`src/rtl/fw_loader_pkg.sv`:
```
// Purpose: shared types and default constants for the firmware loader.
// Latency: n/a (types and constants only).
// Backpressure: n/a.
package fw_loader_pkg;

    // CHK is only reachable when FW_LOADER_CHECKSUM_EN is defined.
    typedef enum logic [2:0] {
        IDLE,
        LOAD,
        CHK,
        VEC_LO,
        VEC_HI,
        HOLD,
        DONE,
        ERR
    } fw_ld_state_t;

    localparam logic [15:0] FW_RST_VEC_ADDR = 16'hFFFC;
    localparam int          FW_RESET_HOLD   = 4;

endpackage

```
`src/rtl/fw_loader.sv`:
```
// Purpose: streams a firmware image into 6502 memory, writes the reset vector, then releases the CPU.
// Latency: one cycle from byte handshake to memory write; vector writes follow, then RESET_HOLD cycles.
// Backpressure: byte_ready high only in LOAD (and CHK); no other stall sources.
//
// Ports:
//   clk, reset_n              loader clock, synchronous active-low reset
//   start                     1-cycle pulse, begins a load from IDLE/DONE/ERR
//   byte_valid/_data/_last    image byte stream in; byte_ready accepts it
//   mem_we/_addr/_din         registered memory write port
//   cpu_reset_n               CPU reset, released only in DONE
//   busy, done, err           status (done/err hold until the next start)
//   byte_count                bytes accepted in the current load
// Optional feature: define FW_LOADER_CHECKSUM_EN to require a trailing two's-complement
// checksum byte after byte_last; a mismatch ends in ERR.
module fw_loader
    import fw_loader_pkg::*;
#(
    parameter int                    ADDR_WIDTH   = 16,
    parameter int                    REG_WIDTH    = 8,
    parameter logic [ADDR_WIDTH-1:0] LOAD_BASE    = ADDR_WIDTH'(16'h0200),
    parameter int                    MAX_BYTES    = 1024,
    parameter logic [ADDR_WIDTH-1:0] RST_VEC_ADDR = ADDR_WIDTH'(FW_RST_VEC_ADDR),
    parameter int                    RESET_HOLD   = FW_RESET_HOLD
) (
    input  logic                  clk,
    input  logic                  reset_n,
    input  logic                  start,
    input  logic                  byte_valid,
    input  logic [REG_WIDTH-1:0]  byte_data,
    input  logic                  byte_last,
    output logic                  byte_ready,
    output logic                  mem_we,
    output logic [ADDR_WIDTH-1:0] mem_addr,
    output logic [REG_WIDTH-1:0]  mem_din,
    output logic                  cpu_reset_n,
    output logic                  busy,
    output logic                  done,
    output logic                  err,
    output logic [ADDR_WIDTH-1:0] byte_count
);

    localparam int HOLD_W = (RESET_HOLD > 1) ? $clog2(RESET_HOLD) : 1;
    localparam logic [ADDR_WIDTH-1:0] MAX_CNT = ADDR_WIDTH'(MAX_BYTES);

    // The image must never run into the reset vector; this also rules out address wrap.
    if (int'(LOAD_BASE) + MAX_BYTES > int'(RST_VEC_ADDR)) begin : g_bad_params
        $error("fw_loader: LOAD_BASE + MAX_BYTES exceeds RST_VEC_ADDR");
    end

    fw_ld_state_t          state_q, state_d;
    logic [ADDR_WIDTH-1:0] cnt_q, cnt_d;
    logic                  we_q, we_d;
    logic [ADDR_WIDTH-1:0] addr_q, addr_d;
    logic [REG_WIDTH-1:0]  din_q, din_d;
    logic [HOLD_W-1:0]     hold_q, hold_d;
`ifdef FW_LOADER_CHECKSUM_EN
    logic [REG_WIDTH-1:0]  sum_q, sum_d;
`endif
    logic                  hs;

    assign byte_ready  = (state_q == LOAD) || (state_q == CHK);
    assign hs          = byte_valid && byte_ready;
    assign mem_we      = we_q;
    assign mem_addr    = addr_q;
    assign mem_din     = din_q;
    assign byte_count  = cnt_q;
    assign cpu_reset_n = (state_q == DONE);
    assign done        = (state_q == DONE);
    assign err         = (state_q == ERR);
    assign busy        = (state_q == LOAD) || (state_q == CHK) || (state_q == VEC_LO) ||
                         (state_q == VEC_HI) || (state_q == HOLD);

    always_comb begin
        state_d = state_q;
        cnt_d   = cnt_q;
        we_d    = 1'b0;
        addr_d  = addr_q;
        din_d   = din_q;
        hold_d  = hold_q;
`ifdef FW_LOADER_CHECKSUM_EN
        sum_d   = sum_q;
`endif
        case (state_q)
            IDLE, DONE, ERR: begin
                if (start) begin
                    state_d = LOAD;
                    cnt_d   = '0;
`ifdef FW_LOADER_CHECKSUM_EN
                    sum_d   = '0;
`endif
                end
            end
            LOAD: begin
                if (hs) begin
                    if (cnt_q == MAX_CNT) begin
                        // Image too large: drop the byte, no write.
                        state_d = ERR;
                    end else begin
                        we_d   = 1'b1;
                        addr_d = LOAD_BASE + cnt_q;
                        din_d  = byte_data;
                        cnt_d  = cnt_q + ADDR_WIDTH'(1);
`ifdef FW_LOADER_CHECKSUM_EN
                        sum_d  = sum_q + byte_data;
                        if (byte_last) state_d = CHK;
`else
                        if (byte_last) state_d = VEC_LO;
`endif
                    end
                end
            end
`ifdef FW_LOADER_CHECKSUM_EN
            CHK: begin
                // Checksum byte is consumed but never written to memory.
                if (hs) begin
                    state_d = ((sum_q + byte_data) == '0) ? VEC_LO : ERR;
                end
            end
`endif
            VEC_LO: begin
                we_d    = 1'b1;
                addr_d  = RST_VEC_ADDR;
                din_d   = REG_WIDTH'(LOAD_BASE);
                state_d = VEC_HI;
            end
            VEC_HI: begin
                we_d    = 1'b1;
                addr_d  = RST_VEC_ADDR + ADDR_WIDTH'(1);
                din_d   = REG_WIDTH'(LOAD_BASE >> REG_WIDTH);
                hold_d  = '0;
                state_d = HOLD;
            end
            HOLD: begin
                if (hold_q == HOLD_W'(RESET_HOLD - 1)) begin
                    state_d = DONE;
                end else begin
                    hold_d = hold_q + HOLD_W'(1);
                end
            end
            default: state_d = IDLE;
        endcase
    end

    always_ff @(posedge clk) begin
        if (!reset_n) begin
            state_q <= IDLE;
            cnt_q   <= '0;
            we_q    <= 1'b0;
            addr_q  <= '0;
            din_q   <= '0;
            hold_q  <= '0;
`ifdef FW_LOADER_CHECKSUM_EN
            sum_q   <= '0;
`endif
        end else begin
            state_q <= state_d;
            cnt_q   <= cnt_d;
            we_q    <= we_d;
            addr_q  <= addr_d;
            din_q   <= din_d;
            hold_q  <= hold_d;
`ifdef FW_LOADER_CHECKSUM_EN
            sum_q   <= sum_d;
`endif
        end
    end

endmodule

```
`config.mk`:
```
export PLATFORM = sky130hd
export DESIGN_NAME = fw_loader
export DESIGN_NICKNAME = d
export VERILOG_FILES = /design/src/rtl/fw_loader_pkg.sv /design/src/rtl/fw_loader.sv
export SDC_FILE = /design/constraint.sdc
export NUM_CORES = 1
export LEC_CHECK = 0
export CAP_MARGIN = 20
export CORE_MARGIN = 5
export CORE_UTILIZATION = 49
export DETAILED_ROUTE_END_ITERATION = 10
export GPL_TIMING_DRIVEN = 0
export HOLD_SLACK_MARGIN = 0.1
export PLACE_DENSITY = 0.8
export SYNTH_ARGS = -nofsm -noshare
export SYNTH_HDL_FRONTEND = slang
export SYNTH_SLANG_ARGS = --single-unit
```
`constraint.sdc`:
```
create_clock -name clk -period 2.1 [get_ports clk]
set_input_delay 0.315 -clock clk [delete_from_list [all_inputs] [get_ports clk]]
set_output_delay 0.315 -clock clk [all_outputs]
set_load 0.1 [all_outputs]
```
Word level (Yosys, flattened, before mapping)
Index checks and enable logic that the tools add are counted.
- flip-flop bits (word level): 46
- bits in latches: 0
- bits in writable memories: 0
- ROM bits: 0
- output and inout port bits: 46
- word-level logic and storage cells: 60
- memories kept: 0
- add/subtract/negate cells: 3
- $mul: 0
- div/mod/pow operators: 0
- $lt $le $gt $ge: 0
- eq/ne operators: 15
- shift operators: 0
- mux-type cells: 21
- bitwise gates (word level): 0
- reduce and logical (&&, ||, !) cells: 15
- operators by type and width (operator ; count):
    16-bit 2-to-1 mux ; 5
    16-bit one-hot mux with 3 select lines ; 1
    16-bit one-hot mux with 2 select lines ; 1
    8-bit one-hot mux with 3 select lines ; 1
    10-bit by 16-bit adder with 16-bit output, first input constant ; 1
    16-bit by 1-bit adder with 16-bit output, second input constant ; 1
    16-bit by 11-bit equality test with 1-bit output, second input constant ; 1
    8-bit 2-to-1 mux ; 2
    3-bit 2-to-1 mux ; 5
    3-bit one-hot mux with 5 select lines ; 1
    3-bit equality test, second input constant ; 4
    2-bit != test, second input constant ; 4
    4-bit AND reduction ; 2
    3-bit by 2-bit equality test with 1-bit output, second input constant ; 2
    1-bit logical OR ; 4
    2-bit one-hot mux with 2 select lines ; 1
    2-bit nonzero test ; 2
    3-bit by 1-bit equality test with 1-bit output, second input constant ; 1
    3-bit logical NOT ; 1
    3-bit by 2-bit != test with 1-bit output, second input constant ; 1
    3-bit AND reduction ; 1
    3-bit nonzero test ; 1
    3-bit OR reduction ; 1
    2-bit by 1-bit adder with 2-bit output, second input constant ; 1
    8 further kinds ; 9

Longest topological paths before layout
Gate-level depths: netlist of run 1.
- word-level depth: 5
- gate-level depth with buffers: 9
- depth with buffers taken out: 7

Worst setup path after synthesis of run 1
OpenSTA, ideal clock, no wires.
- path kind: reg2out
- start: register state_q[1]
- end: output done
- arrival time: 2.502 ns
- data required time: 1.785 ns
- setup slack: -0.717 ns
- stages on the path, launching flop included: 5
- buffers on the path: 2
- cells stage by stage: dfxtp_1 > buf_1 > nand2_1 > nor2_1 > buf_4
- word-level cells in the longest chain between the ends: 1
- RTL lines (element ; RTL line ; source):
    from (decl) ; fw_loader.sv:50 ; fw_ld_state_t state_q, state_d;
    from (signal assigned) ; fw_loader.sv:156 ; state_q <= state_d;
    3-bit equality test ; -- ;
    to (decl) ; fw_loader.sv:37 ; output logic done,
No other way between the ends.

Worst setup path after layout of run 1
- start: register we_q (netlist: mem_we)
- end: output mem_we
- RTL lines (element ; RTL line ; source):
    from (decl) ; fw_loader.sv:52 ; logic we_q, we_d;
    from (signal assigned) ; fw_loader.sv:158 ; we_q <= we_d;
    to (decl) ; fw_loader.sv:32 ; output logic mem_we,
No word-level cell between the ends.

==> results.yml, run 1 <==
route:
  firstDrtPassIters: 5
  drc: 0
  ant_nets: 0
  vias_per_cell: 5.89
  drt_wl_total_mm: 6.08
  vias: 2220
  wl_per_cell_microns: 16.1
  drt_iter0_markers: 273
min_path:
  min-delay-start: "reset_n"
  min_path_type: "primary input to flop"
synth:
  muxShareOfSynthArea_pct: 2.41
  ys.flop_type: "dfxtp_1"
  synth-xor-area-share_pct: 2.30
  synth_edf_count: 0
  synth_top_family_by_area: "simple AND/OR/NAND/NOR gates"
  synth_compound_area_share_pct: 22.9
  synthSimpleGateAreaFrac_pct: 24.9
  synthArstFlopShare_pct: 0
  synth_cell_types: 57
  synth-adder-area-share_pct: 2.19
  synthesis.nets: 276
  yosysSeqAreaShare_pct: 40.4
  ys_ff_latch: 46
  syn_avg_cell_area_sq_um: 8.81
  yosys_warnings: 0
  postSynthCellCount: 259
  synth_area_leader_cell: "dfxtp_1"
  synth_top_area_share_pct: 40.4
  yosys-top-cells-area: "dfxtp_1 40%, o221a_1 6.9%, a21oi_1 4.6%, nor2_1 4.6%, nand2_1 4.1%"
  netlist_area_sq_um: 2280
setup_path:
  start_kind: "flop"
  critPathRequiredTime_ns: 1.78
  cp_top_family: "buffers and inverters"
  timing.rr.start: "byte_count[0]$_SDFFE_PN0P_"
  critPathKind: "flop to primary output"
  cp_data_arrival_time_ns: 1.72
  critical-path-max-stage-delay_ns: 1.12
  endpoint_kind: "primary output"
  slowest_stage: "clkdlybuf4s50_1"
  cp_num_buf_inv: 1
  crit_chain: "clkdlybuf4s50_1"
  critPathLaunch: "mem_we$_SDFF_PN0_"
  cp_max_fo: 1
floorplan:
  core-area_sq_um: 4440
  rows: 24
  die_h_microns: 78.2
  ios: 59
  die-area_sq_um: 6120
  die_w_microns: 78.2
  initial_core_util_pct: 51.4
sta:
  hold_viol_final: 0
  rsz0062_at_grt: "false"
  skew_ns: 0.00599
  maxSlewHeadroom_pct: 34.8
  min_period_ns: 2.04
  tightest_slew_ns: 0.983
  setup_slack_ns: 0.0622
  timing.final.crit_share_pct: 97.0
  setup_violations: 0
  max_freq_mhz: 491
  drv_slew: 0
  holdWs_ns: 0.444
cts:
  ctsHtreeMaxLevel: 2
  ctsRootBufferMaster: "clkbuf_8"
  cts_sinks: 46
  worstSkewPairLatency_ns: 0.29
  clockBufferDepth: 2
  cts_inserted_buffers: 5
  ctsHoldBuffers: 0
  clk_pin_slew_ns: 0.08
  cts_tree: "done"
finish:
  drive_gt1_share_pct: 17.5
  fillers: 366
  antenna_cells: 0
  area_growth_pct: 35.2
  finalNetCount: 341
outcome:
  outcome: "completed"
power_and_ir_drop:
  peakVddDrop_mv: 0.373
  finalPower_mw: 2.34
  p_leak_nw: 1.54
  p_per_area_nw_per_um2: 758
global_route:
  grt_start_max_net_pins: 15
  grt_pass1_vias: 2047
  antenna_found_initial: 0
  grt_overflow: 0
  groute.usage.overall_pct: 20.0
  grt_pass1_wl_mm: 10.1
placement:
  dp_slack_ns: -0.512
  gp_congestion: 0.909
  dpl.hpwl_mm: 4.32
  io_buffers: 57
run:
  maxCapViolCount: 0
## sequential cells by signal (all words and copies together) (netlist names)
name,count
mem_addr,16
state_q,3
byte_count,16
mem_we,1
mem_din,8
hold_q,2
## routing by layer
layer | vias up | wire [microns] | GRT usage [%]
met5 | - | 0 | 0
met1 | 1043 | 2750 | 27.0
met2 | 84 | 2850 | 32.4
li1 | 1086 | - | -
met4 | 0 | 63 | 5.42
met3 | 7 | 421 | 4.58
## path summary, 6_finish.rpt
path                                      to  slack, ns  cells past startpoint
setup / recovery                      mem_we       0.06                      1
hold / removal    byte_count[7]$_SDFFE_PN0P_       0.44                      3
hold reg to reg      mem_din[4]$_SDFFE_PN0P_       0.45                      2
setup reg to reg  byte_count[1]$_SDFFE_PN0P_       0.14                      8
## cells in the mapped netlist, types with 3 or more instances
cell type and count:
dfxtp_1 46, nor2_1 28, nand2_1 25, a21oi_1 21
nand3_1 15, o221a_1 14, nor3_1 10, buf_2 7
and3_1 6, clkbuf_1 6, nand4_1 6, o21ai_0 6
xnor2_1 5, ha_1 4, inv_1 4, a22oi_1 3
o21ai_1 3
## per-stage QoR
| stage | TNS, ns | instances | util (%) | cell area, sq um |
|---|---|---|---|---|
| 2_1_floorplan | -0.228 | 259 | - | 2320 |
| 3_3_place_gp | -2.49 | 368 | 66.4 | 2950 |
| 3_5_place_dp | -2.99 | 368 | 66.4 | 2950 |
| 4_1_cts | 0 | 376 | 67.2 | 2990 |
| 5_1_grt | 0 | 377 | 69.4 | 3090 |
| 6_report | 0 | 377 | 69.4 | 3090 |
## final cells by class
type | instances | area [sq um] | share of cell area, %
multi-input combinational | 190 | 1290 | 41.7
sequential | 46 | 946 | 30.7
timing repair buffer | 58 | 587 | 19.0
buffer | 18 | 100 | 3.24
clock buffer | 6 | 72.6 | 2.35
tap | 52 | 65.1 | 2.11
inverter | 5 | 18.8 | 0.608
clock inverter | 2 | 10.0 | 0.324
## power breakdown
part	switching, mW	total (mW)	internal (mW)	leakage, nW
Combinational	0.643	0.862	0.219	1.11
Clock	0.288	0.519	0.231	0.0450
Sequential	0.0295	0.956	0.927	0.383
Total	0.961	2.34	1.38	1.54
## cells by family (layout without fill, tap and decap cells)
group	count (synthesis)	in the layout
flip-flops	46	46
adder cells (fa/ha/maj)	4	4
AND/OR/NAND/NOR	107	107
AO/OA/AOI/OAI	69	69
XOR/XNOR	6	6
buffers and inverters	23	89
multiplexers	4	4
## timing repair
action / CTS / global route
buffers inserted: 0 / 1
gates resized for setup: 48 / 31
hold endpoints to repair: 0 / 0
endpoints found under the setup margin: 26 / 53
pin swaps: 0 / 2
## layout by cell type, fill, tap and decap left out, types with 3 or more instances in the layout
cell / instances
nor3_1: 9
o21ai_1: 3
nand2_1: 25
a22oi_1: 3
clkdlybuf4s50_1: 12
clkbuf_8: 5
buf_2: 7
dfxtp_2: 14
dfxtp_1: 30
nand4_1: 6
nand3_1: 15
and3_1: 5
inv_1: 3
dlymetal6s2s_1: 19
a21oi_1: 20
buf_4: 3
clkbuf_4: 5
o221a_1: 14
ha_1: 4
xnor2_1: 5
dlygate4sd2_1: 21
nor2_1: 26
clkbuf_1: 7
o21ai_0: 6
(Power assumes the default switching activity.)
==> inputs of run 2 (changes only) <==
--- a/config.mk
+++ b/config.mk
@@ -5,13 +5,13 @@
 export SDC_FILE = /design/constraint.sdc
 export NUM_CORES = 1
 export LEC_CHECK = 0
-export CAP_MARGIN = 20
+export CAP_MARGIN = 10
 export CORE_MARGIN = 5
 export CORE_UTILIZATION = 49
 export DETAILED_ROUTE_END_ITERATION = 10
 export GPL_TIMING_DRIVEN = 0
 export HOLD_SLACK_MARGIN = 0.1
-export PLACE_DENSITY = 0.8
+export PLACE_DENSITY = 0.77
 export SYNTH_ARGS = -nofsm -noshare
 export SYNTH_HDL_FRONTEND = slang
 export SYNTH_SLANG_ARGS = --single-unit
==> run 2 against run 1 <==
Against the previous run: register-to-register slack worse by 0.06 ns; first-iteration DRC count down 38%; clock-buffer cell count up 1; worst setup slack worse by 0.0099 ns; critical path type unchanged.
==> results.yml, run 2 (synthesis results as in run 1) <==
setup_path:
  slowest_stage: "clkdlybuf4s50_1"
  cp_top_family: "buffers and inverters"
  cp_data_arrival_time_ns: 1.73
  rrSetupSlack_ns: 0.08
  cp_max_fo: 1
  timing.rr.start: "byte_count[0]$_SDFFE_PN0P_"
  crit_chain: "clkdlybuf4s50_1"
  critPathLaunch: "mem_we$_SDFF_PN0_"
  critPathKind: "flop to primary output"
  endpoint_kind: "primary output"
  start_kind: "flop"
  critical-path-max-stage-delay_ns: 1.12
  ff2ff_path_depth: 7
  critPathRequiredTime_ns: 1.78
  cp_num_buf_inv: 1
  rr_endpoint: "byte_count[15]$_SDFFE_PN0P_"
finish:
  mostFrequentLayoutCells: "30 x dfxtp_1, 26 x nor2_1, 25 x nand2_1, 20 x dlygate4sd2_1, 20 x dlymetal6s2s_1"
  seq_area_sq_um: 946
  antenna_cells: 0
  drive_gt1_share_pct: 16.9
  final_common_cell: "dfxtp_1"
  area_growth_pct: 36.2
  fillers: 370
  finalNetCount: 341
  multi_input_area_sq_um: 1280
run:
  maxCapViolCount: 0
cts:
  clockBufferDepth: 2
  cts_inserted_buffers: 5
  cts_tree: "done"
  ctsHtreeMaxLevel: 2
  clk_pin_slew_ns: 0.08
  ctsRootBufferMaster: "clkbuf_8"
  worstSkewPairLatency_ns: 0.30
  cts_sinks: 46
global_route:
  groute.usage.overall_pct: 19.7
  grt_overflow: 0
  grt_start_max_net_pins: 19
  grt_pass1_vias: 2073
  antenna_found_initial: 0
  grt_pass1_wl_mm: 9.91
sta:
  max_freq_mhz: 488
  timing.final.crit_share_pct: 97.5
  setup_tns_ns: 0
  tightest_slew_ns: 0.978
  hold_viol_final: 0
  min_period_ns: 2.05
  skew_ns: 0.00448
  maxSlewHeadroom_pct: 34.7
  drv_slew: 0
  setup_slack_ns: 0.0523
  setup_violations: 0
placement:
  dp_slack_ns: -0.517
  gp_congestion: 0.941
  dpl.hpwl_mm: 4.27
  io_buffers: 57
route:
  firstDrtPassIters: 4
  vias_per_cell: 5.94
  ant_nets: 0
  wl_per_cell_microns: 16.2
  drc: 0
  vias: 2238
  drt_iter0_markers: 170
  drt_wl_total_mm: 6.10
floorplan:
  ios: 59
  core-area_sq_um: 4440
  die_h_microns: 78.2
  rows: 24
  initial_core_util_pct: 51.4
  die-area_sq_um: 6120
  die_w_microns: 78.2
power_and_ir_drop:
  peakVddDrop_mv: 0.480
  p_per_area_nw_per_um2: 795
  p_leak_nw: 1.56
min_path:
  min-delay-start: "mem_din[6]$_SDFFE_PN0P_"
  whs_path_depth: 2
  min_path_type: "flop to flop"
  holdPathEnd: "mem_din[6]$_SDFFE_PN0P_"
outcome:
  outcome: "completed"
-- run 2: power breakdown --
group	total, mW	internal, mW	switching (mW)
sequential	0.955	0.927	0.0285
clock	0.650	0.356	0.294
combinational	0.864	0.220	0.644
-- run 2: final cells by class --
cell class	instances	area share, %
clock buffers	7	2.46
clock inverters	1	0.966
inverters	5	0.604
flip-flops and latches	46	30.4
repair buffers	59	19.1
plain buffers	17	3.14
well taps	52	2.09
multi-input cells	190	41.2
-- run 2: how the worst max path moves through the flow --
| stage | to | slack (ns) | cells after the start |
|---|---|---|---|
| 6_report | mem_we | 0.05 | 1 |
| 5_1_grt | mem_din[0]$_SDFFE_PN0P_ | -0.007 | 9 |
| 4_1_cts | mem_addr[6] | 0.001 | 1 |
| 3_5_place_dp | busy | -0.52 | 5 |
| 3_3_place_gp | busy | -0.49 | 5 |
| 2_1_floorplan | done | -0.23 | 4 |
-- run 2: timing repair --
action	4_1_cts	5_1_grt
setup endpoints to repair	25	53
setup buffers	0	2
hold buffers	0	0
resized for setup	47	29
pin swaps	0	2
-- run 2: through the flow --
stage	util, %	total power, mW	hold slack, ns	instances	instance area [sq um]
floorplan	-	1.64	0.467	259	2320
global placement	66.4	1.84	0.438	368	2950
detailed placement	66.4	1.84	0.445	368	2950
CTS	67.7	2.46	0.448	375	3010
global route	69.9	2.56	0.457	377	3110
finish	69.9	2.47	0.449	377	3110
-- run 2: per-layer routing --
layer  routed length [microns]  part of all wire, %  vias up  global-route usage (%)
met5                         0                    0        -                       0
met3                       458                  7.5        7                    4.46
met2                      2750                   45       91                    30.5
met1                      2820                   46     1058                    27.7
met4                        73                  1.2        0                    5.24
li1                          -                    -     1082                       -
